File: config.mk
export PLATFORM = sky130hd
export DESIGN_NAME = fetch_unit_flat
export DESIGN_NICKNAME = d
export VERILOG_FILES = /design/src/rtl/fetch_pkg.sv /design/src/rtl/fetch_unit_if.sv /design/src/rtl/fetch_nextpc.sv /design/src/rtl/mux2.sv /design/src/rtl/fetch_unit.sv /design/src/flat_wrapper.sv
export SDC_FILE = /design/constraint.sdc
export NUM_CORES = 1
export LEC_CHECK = 0
export ABC_AREA = 1
export BUFFER_PORTS_ARGS = -buffer_cell sky130_fd_sc_hd__buf_4
export CORE_ASPECT_RATIO = 0.6
export CORE_MARGIN = 2
export CORE_UTILIZATION = 48
export CTS_BUF_LIST = sky130_fd_sc_hd__clkbuf_8
export CTS_CLUSTER_DIAMETER = 200
export DETAILED_ROUTE_END_ITERATION = 8
export MAX_ROUTING_LAYER = met4
export PLACE_DENSITY = 0.82
export REMOVE_ABC_BUFFERS = 1
export SYNTH_ARGS = -nofsm -noshare
export SYNTH_HDL_FRONTEND = slang
export SYNTH_SLANG_ARGS = --single-unit
File: constraint.sdc
create_clock -name clk -period 2.7 [get_ports clk]
set_input_delay 0.135 -clock clk [delete_from_list [all_inputs] [get_ports clk]]
set_output_delay 0.135 -clock clk [all_outputs]
set_load 0.02 [all_outputs]
File: src/rtl/fetch_pkg.sv
// rtl/fetch_pkg.sv - shared types and constants for the instruction fetch unit
package fetch_pkg;

    typedef enum logic {
        FETCH = 1'b0,
        HOLD  = 1'b1
    } fetch_state_t;

    localparam logic [31:0] INSTR_BYTES = 32'd4;

endpackage

File: src/rtl/fetch_unit_if.sv
// rtl/fetch_unit_if.sv - instruction memory and core-side signals of the fetch unit
interface fetch_unit_if;

    logic        imem_req;
    logic [31:0] imem_addr;
    logic        imem_ready;
    logic [31:0] imem_rdata;
    logic [31:0] instr;
    logic        instr_valid;
    logic        advance;
    logic        pcsrc;
    logic        jump;
    logic [31:0] signimm;
    logic [31:0] pc;
    logic [31:0] pcplus4;

    modport master (
        output imem_req, imem_addr, instr, instr_valid, pc, pcplus4,
        input  imem_ready, imem_rdata, advance, pcsrc, jump, signimm
    );

    modport slave (
        input  imem_req, imem_addr, instr, instr_valid, pc, pcplus4,
        output imem_ready, imem_rdata, advance, pcsrc, jump, signimm
    );

endinterface

File: src/rtl/fetch_nextpc.sv
// rtl/fetch_nextpc.sv - combinational next-PC selection (sequential, branch, jump)
module fetch_nextpc (
    input  logic [31:0] pcplus4,
    input  logic [25:0] jindex,
    input  logic        pcsrc,
    input  logic        jump,
    input  logic [31:0] signimm,
    output logic [31:0] nextpc
);

    logic [31:0] branch_target;
    logic [31:0] jump_target;
    logic [31:0] seq_or_branch;

    // Branch offset is in words; the add wraps modulo 2^32.
    assign branch_target = pcplus4 + (signimm << 2);
    assign jump_target   = {pcplus4[31:28], jindex, 2'b00};

    // Branch select first, then jump overrides it so jump wins when both are set.
    mux2 #(.WIDTH(32)) u_branch_mux (
        .d0 (pcplus4),
        .d1 (branch_target),
        .s  (pcsrc),
        .y  (seq_or_branch)
    );

    mux2 #(.WIDTH(32)) u_jump_mux (
        .d0 (seq_or_branch),
        .d1 (jump_target),
        .s  (jump),
        .y  (nextpc)
    );

endmodule

File: src/rtl/mux2.sv
// rtl/mux2.sv - generic two-input multiplexer
module mux2 #(
    parameter int WIDTH = 32
) (
    input  logic [WIDTH-1:0] d0,
    input  logic [WIDTH-1:0] d1,
    input  logic             s,
    output logic [WIDTH-1:0] y
);

    assign y = s ? d1 : d0;

endmodule

File: src/rtl/fetch_unit.sv
// rtl/fetch_unit.sv - two-state instruction fetch unit; FETCH_PERF_CNT_EN adds fetch/stall counters
module fetch_unit
    import fetch_pkg::*;
#(
    parameter logic [31:0] RESET_PC      = 32'h0000_0000,
    parameter bit          HOLD_ON_STALL = 1'b1
) (
    input  logic        clk,
    input  logic        reset,
    fetch_unit_if.master bus
`ifdef FETCH_PERF_CNT_EN
    ,
    output logic [31:0] fetch_cnt,
    output logic [31:0] stall_cnt
`endif
);

    // Word alignment mask: low address bits are always zero.
    localparam logic [31:0] PC_MASK = ~(INSTR_BYTES - 32'd1);

    fetch_state_t state_q;
    fetch_state_t next_state;
    logic         req_en_q;
    logic [31:0]  pc_q;
    logic [31:0]  instr_q;
    logic [31:0]  pcplus4;
    logic [31:0]  nextpc;
    logic         imem_req;
    logic         instr_valid;
    logic         accept;
    logic         retire;
    logic         load_instr;

    assign pcplus4 = pc_q + INSTR_BYTES;

    fetch_nextpc u_nextpc (
        .pcplus4 (pcplus4),
        .jindex  (instr_q[25:0]),
        .pcsrc   (bus.pcsrc),
        .jump    (bus.jump),
        .signimm (bus.signimm),
        .nextpc  (nextpc)
    );

    // Next-state and handshake decode; responses are only taken while a request is out.
    always_comb begin
        next_state  = state_q;
        imem_req    = 1'b0;
        instr_valid = 1'b0;
        accept      = 1'b0;
        retire      = 1'b0;
        case (state_q)
            FETCH: begin
                imem_req = req_en_q;
                if (req_en_q && bus.imem_ready) begin
                    accept     = 1'b1;
                    next_state = HOLD;
                end
            end
            HOLD: begin
                instr_valid = 1'b1;
                if (bus.advance) begin
                    retire     = 1'b1;
                    next_state = FETCH;
                end
            end
            default: next_state = FETCH;
        endcase
    end

    // With HOLD_ON_STALL=0 the register may track the bus during FETCH; it never moves in HOLD.
    assign load_instr = accept || (!HOLD_ON_STALL && state_q == FETCH);

    // FSM state register.
    always_ff @(posedge clk or posedge reset) begin
        if (reset) state_q <= FETCH;
        else       state_q <= next_state;
    end

    // Keeps imem_req low until the first clock edge after reset release.
    always_ff @(posedge clk or posedge reset) begin
        if (reset) req_en_q <= 1'b0;
        else       req_en_q <= 1'b1;
    end

    // Program counter, updated only when the held instruction retires.
    always_ff @(posedge clk or posedge reset) begin
        if (reset)       pc_q <= RESET_PC & PC_MASK;
        else if (retire) pc_q <= nextpc & PC_MASK;
    end

    // Held instruction register.
    always_ff @(posedge clk or posedge reset) begin
        if (reset)           instr_q <= 32'h0000_0000;
        else if (load_instr) instr_q <= bus.imem_rdata;
    end

`ifdef FETCH_PERF_CNT_EN
    // Accepted responses and FETCH cycles left waiting on memory, both free-running.
    always_ff @(posedge clk or posedge reset) begin
        if (reset) begin
            fetch_cnt <= 32'h0000_0000;
            stall_cnt <= 32'h0000_0000;
        end else begin
            if (accept)                      fetch_cnt <= fetch_cnt + 32'd1;
            if (imem_req && !bus.imem_ready) stall_cnt <= stall_cnt + 32'd1;
        end
    end
`endif

    assign bus.imem_req    = imem_req;
    assign bus.imem_addr   = pc_q;
    assign bus.instr       = instr_q;
    assign bus.instr_valid = instr_valid;
    assign bus.pc          = pc_q;
    assign bus.pcplus4     = pcplus4;

endmodule
File: src/flat_wrapper.sv
// flat-port wrapper written by rule: the top's interface ports become plain ports
module fetch_unit_flat import fetch_pkg::*;
#(
    parameter logic [31:0] RESET_PC      = 32'h0000_0000,
    parameter bit          HOLD_ON_STALL = 1'b1
)
  (clk, reset, bus_imem_req, bus_imem_addr, bus_instr, bus_instr_valid, bus_pc, bus_pcplus4, bus_imem_ready, bus_imem_rdata, bus_advance, bus_pcsrc, bus_jump, bus_signimm);
  fetch_unit_if bus_i ();
  input  logic clk;
  input  logic reset;
  output wire logic [$bits(bus_i.imem_req)-1:0] bus_imem_req;
  output wire logic [$bits(bus_i.imem_addr)-1:0] bus_imem_addr;
  output wire logic [$bits(bus_i.instr)-1:0] bus_instr;
  output wire logic [$bits(bus_i.instr_valid)-1:0] bus_instr_valid;
  output wire logic [$bits(bus_i.pc)-1:0] bus_pc;
  output wire logic [$bits(bus_i.pcplus4)-1:0] bus_pcplus4;
  input wire logic [$bits(bus_i.imem_ready)-1:0] bus_imem_ready;
  input wire logic [$bits(bus_i.imem_rdata)-1:0] bus_imem_rdata;
  input wire logic [$bits(bus_i.advance)-1:0] bus_advance;
  input wire logic [$bits(bus_i.pcsrc)-1:0] bus_pcsrc;
  input wire logic [$bits(bus_i.jump)-1:0] bus_jump;
  input wire logic [$bits(bus_i.signimm)-1:0] bus_signimm;
  assign bus_imem_req = bus_i.imem_req;
  assign bus_imem_addr = bus_i.imem_addr;
  assign bus_instr = bus_i.instr;
  assign bus_instr_valid = bus_i.instr_valid;
  assign bus_pc = bus_i.pc;
  assign bus_pcplus4 = bus_i.pcplus4;
  assign bus_i.imem_ready = bus_imem_ready;
  assign bus_i.imem_rdata = bus_imem_rdata;
  assign bus_i.advance = bus_advance;
  assign bus_i.pcsrc = bus_pcsrc;
  assign bus_i.jump = bus_jump;
  assign bus_i.signimm = bus_signimm;
  fetch_unit #(.RESET_PC(RESET_PC), .HOLD_ON_STALL(HOLD_ON_STALL)) u_core (.clk(clk), .reset(reset), .bus(bus_i));
endmodule
Word-level counts from Yosys, hierarchy flattened
Index checks and enable logic that the tools add are counted.
{"block": "totals", "elab_cells": 18, "output_inout_bits": 130, "register_bits": 64, "inputBits": 70}
{"block": "op_classes", "reduce_logical": 1, "bitwise": 1, "muxes": 10, "n_addsub": 2}
{"operator": "$mux 32", "count": 2}
{"operator": "$add 32x3->32 const B", "count": 1}
{"operator": "$add 32x32->32", "count": 1}
{"operator": "$mux 1", "count": 7}
{"operator": "$pmux 1 s2", "count": 1}
{"operator": "$logic_and 1x1->1", "count": 1}
{"operator": "$not 1->1", "count": 1}

Logic depth before layout (Yosys ltp)
Gate-level depths: netlist of the first run.
{"block": "depth", "ltp_word": 4, "mapped_depth": 23, "depth_no_buf": 23}

Hierarchy
A second synthesis of the first run with hierarchy kept.
{"block": "hier_totals", "hier_cells": 1101, "hier_area_um2": 6787.8}
{"module": "fetch_unit", "seq_area_each_um2": 1601.5, "area_per_inst_um2": 3569.7, "cells_per_inst": 446, "n_inst": 1}
{"module": "fetch_nextpc", "seq_area_each_um2": 0.0, "area_per_inst_um2": 2234.6, "cells_per_inst": 447, "n_inst": 1}
{"module": "mux2", "seq_area_each_um2": 0.0, "area_per_inst_um2": 491.7, "cells_per_inst": 104, "n_inst": 2}

Worst setup path after synthesis of the first run
Ideal clock, no wire load.
{"block": "synth_path", "path_type": "register -> register", "startpoint": "register u_core.pc_q[2] (netlist: u_core.bus.imem_addr[2])", "endpoint": "register u_core.pc_q[9] (netlist: u_core.bus.imem_addr[9])", "path_stages_with_launch": 18, "setup_time_ns": 0.120, "synth_period_minus_slack_ns": 3.048, "path_buffers": 0, "required_ns": 2.580, "setup_slack_ns": -0.348, "arrival_ns": 2.928, "path_cell_list": "dfrtp_1 ha_1 nand3_1 nor2_2 nand2_1 xnor2_1 ha_1 nand2_1 inv_1 nand2_1 nand2_1 inv_1 nand2_1 or2_2 nand3_1 o211ai_1 o21ai_0 inv_1"}
{"block": "synth_between", "elab_chain_len": 4}
{"item": "start, declared", "line": "fetch_unit.sv:24", "source": "logic [31:0] pc_q;"}
{"item": "start signal, assigned", "line": "fetch_unit.sv:88", "source": "if (reset) pc_q <= RESET_PC & PC_MASK;"}
{"item": "start signal, assigned", "line": "fetch_unit.sv:89", "source": "else if (retire) pc_q <= nextpc & PC_MASK;"}
{"item": "$add 32x3->32", "line": "fetch_unit.sv:34", "source": "assign pcplus4 = pc_q + INSTR_BYTES;"}
{"item": "net bus_pcplus4[8]", "line": "flat_wrapper.sv:16", "source": "output wire logic [$bits(bus_i.pcplus4)-1:0] bus_pcplus4;"}
{"item": "$add 32x32->32", "line": "fetch_nextpc.sv:16", "source": "assign branch_target = pcplus4 + (signimm << 2);"}
{"item": "$mux 32 (2 in series)", "line": "mux2.sv:11", "source": "assign y = s ? d1 : d0;"}
The timed path passes the listed nets, and every way through them passes these cells.
A chain may end at the register's enable or synchronous reset.

Final worst setup path of the first run
{"block": "layout_path", "startpoint": "register u_core.pc_q[3] (netlist: u_core.bus.imem_addr[3])", "endpoint": "register u_core.pc_q[9] (netlist: u_core.bus.imem_addr[9])"}
{"block": "layout_between", "elab_chain_len": 4}
{"item": "$add 32x3->32 *", "line": "fetch_unit.sv:34"}
{"item": "$add 32x32->32", "line": "fetch_nextpc.sv:16"}
{"item": "$mux 32 * (2 in series)", "line": "mux2.sv:11"}
Every way passes the cells marked *; elsewhere a longest branch is shown, timed or not.

==> results by group, run 1 <==
Outcome
  • Outcome: complete, but fails checks
  • Violated checks: setup timing

Pwr
  • Cell Int Power: ~5600 uW
  • Leakage power: 0.005565 uW
  • Switching share of power: 0.4955
  • Comb pwr share: 0.769
  • Net Sw Power: about 5500 uW
  • Highest ir drop seen on vdd: 0.9242 mV
  • Part of the total power dissipated in the clock network: 0.096
  • Power density normalized to cell area: roughly 1000 nW/um^2
  • Share of power burned in registers: 0.135

Timing
  • Fmax: 0.3334 GHz
  • Setup ws final: -299.1 ps
  • Slew @ Worst Pin: roughly 850 ps
  • Final Slew Violations: 0
  • Normalized max-slew margin: 0.4313
  • Number of setup violations in the final report: 24
  • Total negative slack for setup checks: -3164 ps
  • Min Hold Slack: approximately 0.45 ps
  • Shortest clock period the worst path allows after layout: 2999 ps
  • Final-report hold violation count: 0
  • Setup repair after global routing missed its margin: true
  • Worst Skew: just over 10 ps
  • Final cycle utilization of the critical path: 1.111

Min path
  • Worst min-delay path startpoint: bus_imem_rdata[9]
  • Number of instances on the worst hold path: 2
  • End of the worst hold path: u_core.bus.instr[9]$_DFFE_PP0P_
  • Hold WC Path Type: in -> reg

Critical path
  • Startpoint of the worst register-to-register path: u_core.bus.imem_addr[3]$_DFFE_PP0P_
  • R2R Path End: u_core.bus.imem_addr[9]$_DFFE_PP0P_
  • Critical path class: reg -> reg
  • Critical path launch point type: flop
  • Logic depth of the worst register-to-register path: 19
  • CP Data Arrival Time: about 3200 ps
  • Crit end category: flop
  • Reg-to-reg setup timing slack: -300 ps
  • CP Max Fanout: 4
  • Data required time of the worst path: 2950 ps
  • Launch point of the worst path: u_core.bus.imem_addr[3]$_DFFE_PP0P_

GRT
  • Wire length of the first global-routing pass: 38930 um
  • Vias in the first global route: 7676
  • Overall routing resource usage: 0.3717
  • Number of antenna violations at the first check in global routing: 0
  • Grt total ovfl: 0
  • Pin count of the biggest net entering global routing: 65

Layout
  • Share of layout cells above drive strength 1: 0.5187
  • Fill cells: 764
  • Final net count: 1438
  • Multi-input combinational cell area: 4990 sq um
  • Signed area change from the synthesized netlist to the final layout: 71.25%
  • # diodes: 0
  • Seq. cell area: 1604 sq um
  • Post-layout utilization of the core: 0.8375

Synthesis
  • Basic-gate share of the synthesized area counting and, or, nand and nor cells: 0.3319
  • Syn. warnings: 0
  • Multiplexer area fraction after synthesis: 0.05409
  • Mean instance size in the synthesized netlist: 6.426 sq um
  • Adder-cell share of the synthesized area: 0.07532
  • Synthesized-area fraction occupied by xor and xnor cells: 0.02945
  • Share of flip-flops with an asynchronous set or reset: 1.000
  • Most used DFF post-synth: sky130_fd_sc_hd__dfrtp_1
  • Largest cells by area after synthesis: sky130_fd_sc_hd__dfrtp_1, sky130_fd_sc_hd__nand2_1, sky130_fd_sc_hd__inv_1
  • Compound-cell area share of the yosys netlist: 0.09936
  • Number of distinct library cells after synthesis: 41
  • Register area share after synthesis: 0.2564
  • Number of flip-flops and latches in the synthesized netlist: 64
  • Most frequent cells after synthesis: sky130_fd_sc_hd__nand2_1, sky130_fd_sc_hd__inv_1, sky130_fd_sc_hd__nor2_1, sky130_fd_sc_hd__a21oi_1, sky130_fd_sc_hd__nand3_1
  • Yosys top cell by area: sky130_fd_sc_hd__dfrtp_1
  • Number of instances in the synthesized netlist: 972
  • Cell with the most instances after synthesis: sky130_fd_sc_hd__nand2_1
  • Post-synth EDFFs: 0
  • Share of Yosys cell area claimed by the top area cell type: 0.2564
  • Largest family of logic cells by synthesized area: simple AND/OR/NAND/NOR gates
  • Post-synth design cell area: 6246 sq um

Placed design
  • Detailed Place HPWL: between 15000 and 20000 um
  • RD Place Congestion: 0.9865
  • Count of input and output buffers: 191
  • Pre-CTS setup slack: -334.7 ps

Clock network
  • Buffer levels on the longest clock path: 2
  • Clk Tree Root Cell: sky130_fd_sc_hd__clkbuf_8
  • Reg clk slew, reported paths: 80 ps
  • Clock latency at the later pin of the worst-skew pair: roughly 370 ps
  • TritonCTS clock tree: done
  • Maximum level of the CTS H-tree: 3
  • Number of buffers created by CTS: 9
  • Sinks on the clock net: 64

Detailed routing
  • Via density per instance: 5.696
  • Detailed Route WL: 28130 um
  • Number of antenna-violating nets in the routed design: 0
  • DR pass1 iterations: 7
  • Number of DRC markers in iteration 0: around 870
  • Per-cell routed wire length: around 19 um
  • Remaining design rule violation count: 0
  • Total via count in the routed design: 8578

Floorplanning
  • Core footprint: 12770 sq um
  • Die height: 92.36 um
  • Overall die area: around 14000 sq um
  • Total number of placement rows: 32
  • Die width: 151.3 um
  • Initial Util: 0.4890
  • I/O Pins: 200

Run
  • MaxCap Viol Count: 0
[timing repair]
action | in CTS | in global routing
gates cloned | 0 | 0
hold endpoints to repair | 6 | 0
resized for setup | 149 | 168
pin swaps | 51 | 82
buffers inserted | 24 | 21
setup endpoints to repair | 23 | 24
hold buffers | 6 | 0
[worst max-delay path, stage by stage, from the launching register on]
cell,delay [ps]
sky130_fd_sc_hd__dfrtp_1,440
sky130_fd_sc_hd__ha_4,170
sky130_fd_sc_hd__nand3_4,100
sky130_fd_sc_hd__nor2_2,130
sky130_fd_sc_hd__nand2_1,100
sky130_fd_sc_hd__buf_4,180
sky130_fd_sc_hd__xnor2_4,170
sky130_fd_sc_hd__ha_4,240
sky130_fd_sc_hd__nand2_1,70
sky130_fd_sc_hd__nand2_1,90
sky130_fd_sc_hd__inv_1,80
sky130_fd_sc_hd__nand2_1,90
sky130_fd_sc_hd__inv_1,100
sky130_fd_sc_hd__nand2_1,110
sky130_fd_sc_hd__buf_4,180
sky130_fd_sc_hd__or2_2,300
sky130_fd_sc_hd__nand3_1,90
sky130_fd_sc_hd__o211ai_1,90
sky130_fd_sc_hd__o21ai_0,90
sky130_fd_sc_hd__inv_1,70
[final cells by class]
cell class                 count  share of cell area
multi-input combinational    700              0.4665
timing repair buffer         395              0.2828
sequential                    64              0.1500
inverter                     161             0.05720
tap                          170             0.01989
clock buffer                  10             0.01287
clock inverter                 6             0.01076
[state kept, by name, summed over array words and instances, names as in the netlist]
signal,cells
u_core.bus.instr,32
u_core.state_q,1
u_core.bus.imem_addr,30
u_core.req_en_q,1
[power groups by stage]
stage,logic [uW],clock network [uW],registers (uW)
global route,9070,1120,1540
floorplan,2740,0,2090
finish,8610,1070,1510
detailed placement,6490,0,1480
CTS,7320,1070,1480
global placement,6360,0,1470
[layer usage]
layer  global-route usage  wire (um)  vias up
met5                    -          0        -
met4               0.1114       1493        0
met3              0.06502       3297      138
met2               0.5837      12670      693
met1               0.4938      10670     3987
li1                     -          -     3760
[metrics by stage]
step,area [sq um],cells,power [uW]
floorplan,5918,925,4835
global placement,8713,1439,7833
detailed placement,8713,1439,7973
CTS,9896,1485,9875
global route,10700,1506,11730
finish,10700,1506,11190
[cells by family (layout without fill, tap and decap cells)]
family                   Yosys count  count (layout)
AND/OR/NAND/NOR                  491             491
buffers and inverters            213             572
AO/OA/AOI/OAI                    114             114
flip-flops                        64              64
adder cells (fa/ha/maj)           37              37
multiplexers                      30              30
XOR/XNOR                          21              21
other                              2               7
[how the worst max path moves through the flow]
stage,end,slack [ps]
2_1_floorplan,u_core.bus.imem_addr[9]$_DFFE_PP0P_,-510
3_3_place_gp,u_core.bus.imem_addr[24]$_DFFE_PP0P_,-340
3_5_place_dp,u_core.bus.imem_addr[24]$_DFFE_PP0P_,-330
4_1_cts,u_core.bus.imem_addr[28]$_DFFE_PP0P_,-60
5_1_grt,u_core.bus.imem_addr[9]$_DFFE_PP0P_,-360
6_report,u_core.bus.imem_addr[9]$_DFFE_PP0P_,-300
[placed cells by master (no fill, tap or decap), types with 4 or more instances in the layout]
master                          Yosys  layout
sky130_fd_sc_hd__a21oi_2            1      16
sky130_fd_sc_hd__conb_1             2       7
sky130_fd_sc_hd__xor2_4             0       5
sky130_fd_sc_hd__nand2_1          286     200
sky130_fd_sc_hd__nand2_2            3      70
sky130_fd_sc_hd__xor2_1            19      10
sky130_fd_sc_hd__nand3_2            0      13
sky130_fd_sc_hd__inv_1            160     130
sky130_fd_sc_hd__nor3_4             0       5
sky130_fd_sc_hd__a21oi_1           72      57
sky130_fd_sc_hd__xor2_2             0       4
sky130_fd_sc_hd__nor2_2             3      23
sky130_fd_sc_hd__ha_1              36       6
sky130_fd_sc_hd__ha_4               0      29
sky130_fd_sc_hd__nand3_1           70      52
sky130_fd_sc_hd__nand3_4            0       5
sky130_fd_sc_hd__nand3b_1           6       6
sky130_fd_sc_hd__o21ai_1            3       6
sky130_fd_sc_hd__dfrtp_1           64      62
sky130_fd_sc_hd__buf_4             36     377
sky130_fd_sc_hd__dlygate4sd3_1      0       6
sky130_fd_sc_hd__buf_6              1      12
sky130_fd_sc_hd__mux2_2            30      30
sky130_fd_sc_hd__nor2_4             1      14
sky130_fd_sc_hd__nand2_4            0      19
sky130_fd_sc_hd__clkbuf_8           0      10
sky130_fd_sc_hd__o21ai_0           21      14
sky130_fd_sc_hd__nand4_1           16      16
sky130_fd_sc_hd__or2_2              6       5
sky130_fd_sc_hd__nor2_1            82      49
sky130_fd_sc_hd__inv_2              0      27
sky130_fd_sc_hd__nor3_2             1       6
Power figures use the tool's default switching activity.
==> run 2, diff against run 1 <==
--- a/config.mk
+++ b/config.mk
@@ -7,14 +7,16 @@
 export LEC_CHECK = 0
 export ABC_AREA = 1
 export BUFFER_PORTS_ARGS = -buffer_cell sky130_fd_sc_hd__buf_4
+export CELL_PAD_IN_SITES_DETAIL_PLACEMENT = 0
+export CELL_PAD_IN_SITES_GLOBAL_PLACEMENT = 1
 export CORE_ASPECT_RATIO = 0.6
 export CORE_MARGIN = 2
-export CORE_UTILIZATION = 48
+export CORE_UTILIZATION = 33
 export CTS_BUF_LIST = sky130_fd_sc_hd__clkbuf_8
 export CTS_CLUSTER_DIAMETER = 200
 export DETAILED_ROUTE_END_ITERATION = 8
 export MAX_ROUTING_LAYER = met4
-export PLACE_DENSITY = 0.82
+export PLACE_DENSITY = 0.83
 export REMOVE_ABC_BUFFERS = 1
 export SYNTH_ARGS = -nofsm -noshare
 export SYNTH_HDL_FRONTEND = slang
==> run 2 against run 1 <==
Effect of this change:
- the flow still finishes with violations (setup timing)
- first-iteration DRC count fell by 37%
- routed wire length fell by 5.3%
- worst setup slack improved by 98 ps
- critical path depth rose by 1
- combinational power barely moved
- clock skew fell by 0.77 ps
- register-to-register slack improved by 98 ps
- cell area rose by 1.9%
- sequential cell count did not move
- critical path type unchanged
==> results by group, run 2 (synthesis gave the netlist of run 1 again) <==
Clock network
  • Buffer levels on the longest clock path: 2 (unchanged)
  • TritonCTS clock tree: done
  • Clock latency at the later pin of the worst-skew pair: 340 ps (-30 ps)
  • Number of buffers created by CTS: 9 (unchanged)
  • Reg clk slew, reported paths: 80 ps (about the same)
  • Clk Tree Root Cell: sky130_fd_sc_hd__clkbuf_8
  • Maximum level of the CTS H-tree: 3 (unchanged)
  • Sinks on the clock net: 64 (unchanged)

Timing
  • Normalized max-slew margin: 0.4962 (+0.06491)
  • Setup repair after global routing missed its margin: true
  • Worst Skew: 9.443 ps (-0.7670 ps)
  • Final cycle utilization of the critical path: 1.075 (-0.03621)
  • Shortest clock period the worst path allows after layout: 2901 ps (-97.76 ps)
  • Slew @ Worst Pin: 754.6 ps (-98.47 ps)
  • Number of setup violations in the final report: 17 (-29%)
  • Final Slew Violations: 0 (unchanged)
  • Final-report hold violation count: 0 (unchanged)
  • Setup ws final: -201.4 ps (+97.76 ps)
  • Fmax: 0.3447 GHz (+3.4%)

Detailed routing
  • Total length of routed met2 wires: 11560 um (-8.8%)
  • Remaining design rule violation count: 0 (unchanged)
  • DR pass1 iterations: 5 (-2)
  • Top routing layer in use: met4
  • Number of antenna-violating nets in the routed design: 0 (unchanged)
  • Via density per instance: 4.915 (-14%)
  • Detailed-routing wirelength on met1: 12840 um (+20%)
  • Wire length on met3: 1967 um (-40%)
  • Number of DRC markers in iteration 0: 545 (-37%)
  • Total via count in the routed design: 7844 (-8.6%)
  • Per-cell routed wire length: 16.69 um (-11%)
  • Detailed Route WL: 26630 um (-5.3%)

GRT
  • Pin count of the biggest net entering global routing: 35 (-46%)
  • Vias in the first global route: 7174 (-6.5%)
  • Grt total ovfl: 0 (unchanged)
  • Overall routing resource usage: 0.2548 (-0.1169)
  • Wire length of the first global-routing pass: 38940 um (about the same)
  • Number of antenna violations at the first check in global routing: 1 (+1)

Critical path
  • Critical path class: reg -> reg
  • Startpoint of the worst register-to-register path: u_core.bus.imem_addr[11]$_DFFE_PP0P_
  • Logic depth of the worst register-to-register path: 20 (+1)
  • Critical path launch point type: flop
  • Crit end category: flop
  • CP Max Fanout: 4 (unchanged)
  • Data required time of the worst path: 2970 ps (+20 ps)
  • Reg-to-reg setup timing slack: -200 ps (+100 ps)
  • R2R Path End: u_core.bus.imem_addr[21]$_DFFE_PP0P_
  • CP Data Arrival Time: 3170 ps (-70 ps)

Layout
  • Share of layout cells above drive strength 1: 0.5454 (+0.02667)
  • Post-layout utilization of the core: 0.5954 (-0.2421)
  • Final net count: 1459 (+1.5%)
  • Cell area after layout: 10900 sq um (+1.9%)
  • Signed area change from the synthesized netlist to the final layout: 74.48%
  • Flip-flop count of the largest register, all copies and words added: 32 (unchanged)
  • Number of standard cells in the final layout excluding fillers: 1596 (+6.0%)
  • Fill cells: 1723 (+130%)
  • Most common library cell in the layout ignoring fill and taps: sky130_fd_sc_hd__buf_4
  • Leading cell types in the layout, fill and taps excluded: sky130_fd_sc_hd__buf_4, sky130_fd_sc_hd__nand2_1, sky130_fd_sc_hd__inv_1, sky130_fd_sc_hd__nand2_2, sky130_fd_sc_hd__dfrtp_1

Pwr
  • Leakage power: 0.005643 uW (+1.4%)
  • Highest ir drop seen on vdd: 0.7550 mV (-18%)
  • Overall power consumption: 10860 uW (-3.0%)
  • Power density normalized to cell area: 996.4 nW/um^2 (-4.7%)

Min path
  • End of the worst hold path: u_core.bus.instr[24]$_DFFE_PP0P_
  • Number of instances on the worst hold path: 2 (unchanged)
  • Worst min-delay path startpoint: bus_imem_rdata[24]
  • Hold WC Path Type: in -> reg

Run
  • MaxCap Viol Count: 0 (unchanged)

Floorplanning
  • Initial Util: 0.3412 (-0.1478)
  • Die height: 110.6 um (+20%)
  • Overall die area: 20080 sq um (+44%)
  • Total number of placement rows: 38 (+19%)
  • I/O Pins: 200 (unchanged)
  • Die width: 181.6 um (+20%)
  • Core footprint: 18310 sq um (+43%)

Placed design
  • Pre-CTS setup slack: -467.1 ps (-132.4 ps)
  • Area of placed instances: 9004 sq um (+3.3%)
  • RD Place Congestion: 0.9852 (-0.13%)
  • Count of input and output buffers: 191 (unchanged)
  • Detailed Place HPWL: 20800 um (+8.6%)
  • Dpl cells: 1536 (+6.7%)

Outcome
  • Violated checks: setup timing
  • Outcome: complete, but fails checks
[run 2: cell types whose count changed in the layout (fill, tap and decap cells not counted), sizes merged]
cell / before / now
buf: 389 / 414
clkinvlp: 1 / 2
dlygate4sd3: 6 / 2
diode: 0 / 1
bufinv: 3 / 0
[run 2: layout make-up]
| type | count | area, sq um | share of cell area |
|---|---|---|---|
| Clock inverter | 4 | 23.77 | 0.002181 |
| Antenna cell | 1 | 2.502 | 0.0002296 |
| Clock buffer | 10 | 137.6 | 0.01263 |
| Multi-Input combinational cell | 700 | 5031 | 0.4617 |
| Sequential cell | 64 | 1604 | 0.1472 |
| Tap cell | 240 | 300.3 | 0.02755 |
| Inverter | 161 | 606.8 | 0.05568 |
| Timing Repair Buffer | 416 | 3192 | 0.2929 |
[run 2: routing by layer]
metal  track usage  vias up
met2        0.3660      308
li1              -     3797
met5             -        -
met3       0.03661       28
met4       0.03686        0
met1        0.3830     3711
[run 2: how the worst max path moves through the flow]
stage               slack, ps                                    to  cells past startpoint                                  from
floorplan                -510   u_core.bus.imem_addr[9]$_DFFE_PP0P_                     17   u_core.bus.imem_addr[2]$_DFFE_PP0P_
global route             -340  u_core.bus.imem_addr[31]$_DFFE_PP0P_                     22   u_core.bus.imem_addr[6]$_DFFE_PP0P_
global placement         -470  u_core.bus.imem_addr[31]$_DFFE_PP0P_                     20   u_core.bus.imem_addr[2]$_DFFE_PP0P_
detailed placement       -470  u_core.bus.imem_addr[26]$_DFFE_PP0P_                     18   u_core.bus.imem_addr[2]$_DFFE_PP0P_
finish                   -200  u_core.bus.imem_addr[21]$_DFFE_PP0P_                     20  u_core.bus.imem_addr[11]$_DFFE_PP0P_
CTS                       -70  u_core.bus.imem_addr[31]$_DFFE_PP0P_                     22   u_core.bus.imem_addr[6]$_DFFE_PP0P_
[run 2: timing repair]
action,CTS,global route
endpoints found under the setup margin,25,25
gates resized for setup,138,207
pin swaps,28,87
hold endpoints to repair,33,0
setup buffers,15,29
hold buffers,2,0
[run 2: critical path, stage by stage (launching register included)]
cell	delay, ps
sky130_fd_sc_hd__dfrtp_1	380
sky130_fd_sc_hd__nand2_2	70
sky130_fd_sc_hd__buf_4	160
sky130_fd_sc_hd__nor3_4	200
sky130_fd_sc_hd__inv_2	70
sky130_fd_sc_hd__nor2_4	160
sky130_fd_sc_hd__buf_6	120
sky130_fd_sc_hd__buf_6	80
sky130_fd_sc_hd__xor2_2	140
sky130_fd_sc_hd__inv_2	90
sky130_fd_sc_hd__ha_4	320
sky130_fd_sc_hd__nand2_4	70
sky130_fd_sc_hd__buf_6	120
sky130_fd_sc_hd__nor2_4	130
sky130_fd_sc_hd__and2_4	180
sky130_fd_sc_hd__nand3b_1	120
sky130_fd_sc_hd__nand3_1	90
sky130_fd_sc_hd__nand2_1	50
sky130_fd_sc_hd__nand3_1	60
sky130_fd_sc_hd__nand2_1	70
sky130_fd_sc_hd__a21oi_1	140
[run 2: power by group]
| part | internal [uW] | switching [uW] | leakage [uW] | total (uW) |
|---|---|---|---|---|
| combinational | 3920 | 4700 | 0.00483 | 8620 |
| clock | 344 | 405 | 0.0000814 | 748 |
| sequential | 1230 | 261 | 0.000735 | 1490 |
[run 2: stage by stage]
step	hold slack [ps]	setup TNS (ps)
2_1_floorplan	242.3	-8684
3_3_place_gp	316.2	-6163
3_5_place_dp	320.5	-6782
4_1_cts	12.57	-364.6
5_1_grt	9.470	-4279
6_report	18.83	-1600
==> run 3, diff against run 2 <==
--- a/config.mk
+++ b/config.mk
@@ -18,6 +18,7 @@
 export MAX_ROUTING_LAYER = met4
 export PLACE_DENSITY = 0.83
 export REMOVE_ABC_BUFFERS = 1
+export SKIP_LAST_GASP = 1
 export SYNTH_ARGS = -nofsm -noshare
 export SYNTH_HDL_FRONTEND = slang
 export SYNTH_SLANG_ARGS = --single-unit
==> run 3 against run 2 <==
Effect of this change:
- the run still ends with setup timing left
- global-route usage about the same
- worst setup slack improved by 40 ps
- critical path depth increased by 1
- maximum frequency increased by 1.4%
- hold slack gained 1.4 ps
- cell area shrank 1.0%
- non-clock buffer count rose by 2
- critical endpoint is now u_core.bus.imem_addr[28]$_DFFE_PP0P_
- highest routed layer unchanged
==> results by group, run 3 (synthesis gave the netlist of run 1 again) <==
Outcome
  • Outcome: complete, but fails checks
  • Violated checks: setup timing

GRT
  • Vias in the first global route: 7125 (-0.68%)
  • Number of antenna violations at the first check in global routing: 1 (unchanged)
  • Grt total ovfl: 0 (unchanged)
  • Pin count of the biggest net entering global routing: 35 (unchanged)
  • Overall routing resource usage: 0.2544 (-0.0004195)
  • Wire length of the first global-routing pass: 38880 um (-0.16%)

Min path
  • Hold WC Path Type: in -> reg
  • End of the worst hold path: u_core.bus.instr[24]$_DFFE_PP0P_
  • Number of instances on the worst hold path: 2 (unchanged)
  • Worst min-delay path startpoint: bus_imem_rdata[24]

Timing
  • Number of setup violations in the final report: 16 (-1)
  • Worst Skew: 8.079 ps (-1.364 ps)
  • Setup repair after global routing missed its margin: true
  • Min Hold Slack: 20.23 ps (+1.400 ps)
  • Normalized max-slew margin: 0.4996 (+0.003410)
  • Slew @ Worst Pin: 749.5 ps (-5.107 ps)
  • Fmax: 0.3494 GHz (+1.4%)
  • Setup ws final: -161.7 ps (+39.67 ps)
  • Final Slew Violations: 0 (unchanged)
  • Final-report hold violation count: 0 (unchanged)
  • Shortest clock period the worst path allows after layout: 2862 ps (-39.67 ps)
  • Final cycle utilization of the critical path: 1.060 (-0.01469)

Detailed routing
  • Total via count in the routed design: 7825 (-0.24%)
  • DR pass1 iterations: 5 (unchanged)
  • Detailed Route WL: 26300 um (-1.2%)
  • Number of antenna-violating nets in the routed design: 0 (unchanged)
  • Remaining design rule violation count: 0 (unchanged)
  • Via density per instance: 4.897 (-0.37%)
  • Number of DRC markers in iteration 0: 600 (+10%)
  • Per-cell routed wire length: 16.46 um (-1.4%)

Critical path
  • Critical path class: reg -> reg
  • R2R Path End: u_core.bus.imem_addr[28]$_DFFE_PP0P_
  • Startpoint of the worst register-to-register path: u_core.bus.imem_addr[3]$_DFFE_PP0P_
  • Logic depth of the worst register-to-register path: 21 (+5.0%)
  • Crit end category: flop
  • Reg-to-reg setup timing slack: -160 ps (+40 ps)
  • Critical path launch point type: flop
  • CP Max Fanout: 4 (unchanged)
  • Data required time of the worst path: 2970 ps (about the same)
  • CP Data Arrival Time: 3130 ps (-40 ps)

Placed design
  • RD Place Congestion: 0.9852 (unchanged)
  • Count of input and output buffers: 191 (unchanged)
  • Detailed Place HPWL: 20800 um (unchanged)
  • Pre-CTS setup slack: -467.1 ps (unchanged)

Clock network
  • Buffer levels on the longest clock path: 2 (unchanged)
  • Clock latency at the later pin of the worst-skew pair: 340 ps (about the same)
  • Maximum level of the CTS H-tree: 3 (unchanged)
  • TritonCTS clock tree: done
  • Clk Tree Root Cell: sky130_fd_sc_hd__clkbuf_8
  • Reg clk slew, reported paths: 80 ps (about the same)
  • Number of buffers created by CTS: 9 (unchanged)
  • Sinks on the clock net: 64 (unchanged)

Floorplanning
  • Core footprint: 18310 sq um (unchanged)
  • I/O Pins: 200 (unchanged)
  • Total number of placement rows: 38 (unchanged)
  • Initial Util: 0.3412 (unchanged)
  • Die width: 181.6 um (unchanged)
  • Die height: 110.6 um (unchanged)
  • Overall die area: 20080 sq um (unchanged)

Run
  • MaxCap Viol Count: 0 (unchanged)

Layout
  • Post-layout utilization of the core: 0.5894 (-0.005947)
  • Leading cell types in the layout, fill and taps excluded: sky130_fd_sc_hd__buf_4, sky130_fd_sc_hd__nand2_1, sky130_fd_sc_hd__inv_1, sky130_fd_sc_hd__nand2_2, sky130_fd_sc_hd__dfrtp_1
  • Most common library cell in the layout ignoring fill and taps: sky130_fd_sc_hd__buf_4
  • Final net count: 1461 (+0.14%)
  • Flip-flop count of the largest register, all copies and words added: 32 (unchanged)
  • Signed area change from the synthesized netlist to the final layout: 72.74%
  • Share of layout cells above drive strength 1: 0.5284 (-0.01702)

Pwr
  • Highest ir drop seen on vdd: 0.7727 mV (+2.3%)
  • Leakage power: 0.005619 uW (-0.42%)
  • Power density normalized to cell area: 1003 nW/um^2 (+0.68%)
-- run 3: cell count changes in the layout (fill, tap and decap cells not counted), moves of 3 or more --
| cell | change |
|---|---|
| sky130_fd_sc_hd__nand2_1 | +9 |
| sky130_fd_sc_hd__nand2_2 | -9 |
| sky130_fd_sc_hd__nand3_1 | +5 |
| sky130_fd_sc_hd__nand3_2 | -5 |
| sky130_fd_sc_hd__buf_4 | +4 |
| sky130_fd_sc_hd__ha_4 | -3 |
| sky130_fd_sc_hd__inv_2 | -3 |
| sky130_fd_sc_hd__nor2_4 | -3 |
-- run 3: layout make-up --
cell class / count / area, sq um
timing repair buffer: 418 / 3199
clock inverter: 4 / 23.77
antenna: 1 / 2.502
tap: 240 / 300.3
clock buffer: 10 / 137.6
multi-input combinational: 700 / 4912
fill: 1714 / 7516
sequential: 64 / 1604
inverter: 161 / 609.3
-- run 3: worst max path at each step --
stage                     cells after the start                            startpoint                              endpoint  slack (ps)
after floorplan                              17   u_core.bus.imem_addr[2]$_DFFE_PP0P_   u_core.bus.imem_addr[9]$_DFFE_PP0P_        -510
after global placement                       20   u_core.bus.imem_addr[2]$_DFFE_PP0P_  u_core.bus.imem_addr[31]$_DFFE_PP0P_        -470
after detailed placement                     18   u_core.bus.imem_addr[2]$_DFFE_PP0P_  u_core.bus.imem_addr[26]$_DFFE_PP0P_        -470
after CTS                                    22  u_core.bus.imem_addr[12]$_DFFE_PP0P_  u_core.bus.imem_addr[31]$_DFFE_PP0P_        -110
after global routing                         22  u_core.bus.imem_addr[20]$_DFFE_PP0P_  u_core.bus.imem_addr[31]$_DFFE_PP0P_        -340
final                                        21   u_core.bus.imem_addr[3]$_DFFE_PP0P_  u_core.bus.imem_addr[28]$_DFFE_PP0P_        -160
-- run 3: report_power, final --
part / internal, uW / switching, uW / total [uW]
sequential: 1230 / 260 / 1490
combinational: 3940 / 4660 / 8590
clock: 343 / 395 / 739
-- run 3: metrics by stage --
step           total power (uW)  instances  cell area (sq um)  TNS (ps)
3_5_place_dp               8251       1536               9004     -6782
2_1_floorplan              4835        925               5918     -8684
5_1_grt                   11510       1598              10790     -4495
4_1_cts                    9687       1567               9912    -464.8
3_3_place_gp               8213       1536               9004     -6163
6_report                  10820       1598              10790     -1381
-- run 3: layer usage --
metal / GRT usage / share of wire
met1: 0.3828 / 0.48
met2: 0.3681 / 0.43
met3: 0.03661 / 0.074
met4: 0.02981 / 0.012
met5: - / 0
-- run 3: repair_timing --
action,CTS,global route
setup endpoints to repair,25,25
pin swaps,28,85
hold buffers,2,0
buffers inserted,15,32
resized for setup,130,188
hold endpoints to repair,33,0
-- run 3: worst max-delay path: stages (launching register included) --
cell and delay [ps]:
sky130_fd_sc_hd__dfrtp_1 410, sky130_fd_sc_hd__ha_4 170, sky130_fd_sc_hd__nand3_4 120, sky130_fd_sc_hd__inv_4 80, sky130_fd_sc_hd__nand2_4 50, sky130_fd_sc_hd__nor2_4 180
sky130_fd_sc_hd__buf_6 130, sky130_fd_sc_hd__xor2_2 160, sky130_fd_sc_hd__inv_2 90, sky130_fd_sc_hd__ha_4 250, sky130_fd_sc_hd__buf_6 130, sky130_fd_sc_hd__nand2_8 70
sky130_fd_sc_hd__inv_1 50, sky130_fd_sc_hd__a21oi_2 170, sky130_fd_sc_hd__inv_1 90, sky130_fd_sc_hd__nand2_2 90, sky130_fd_sc_hd__nand2_1 80, sky130_fd_sc_hd__nand2_1 60
sky130_fd_sc_hd__nand3b_1 70, sky130_fd_sc_hd__nand2_1 60, sky130_fd_sc_hd__nand3_1 110, sky130_fd_sc_hd__a21oi_1 150
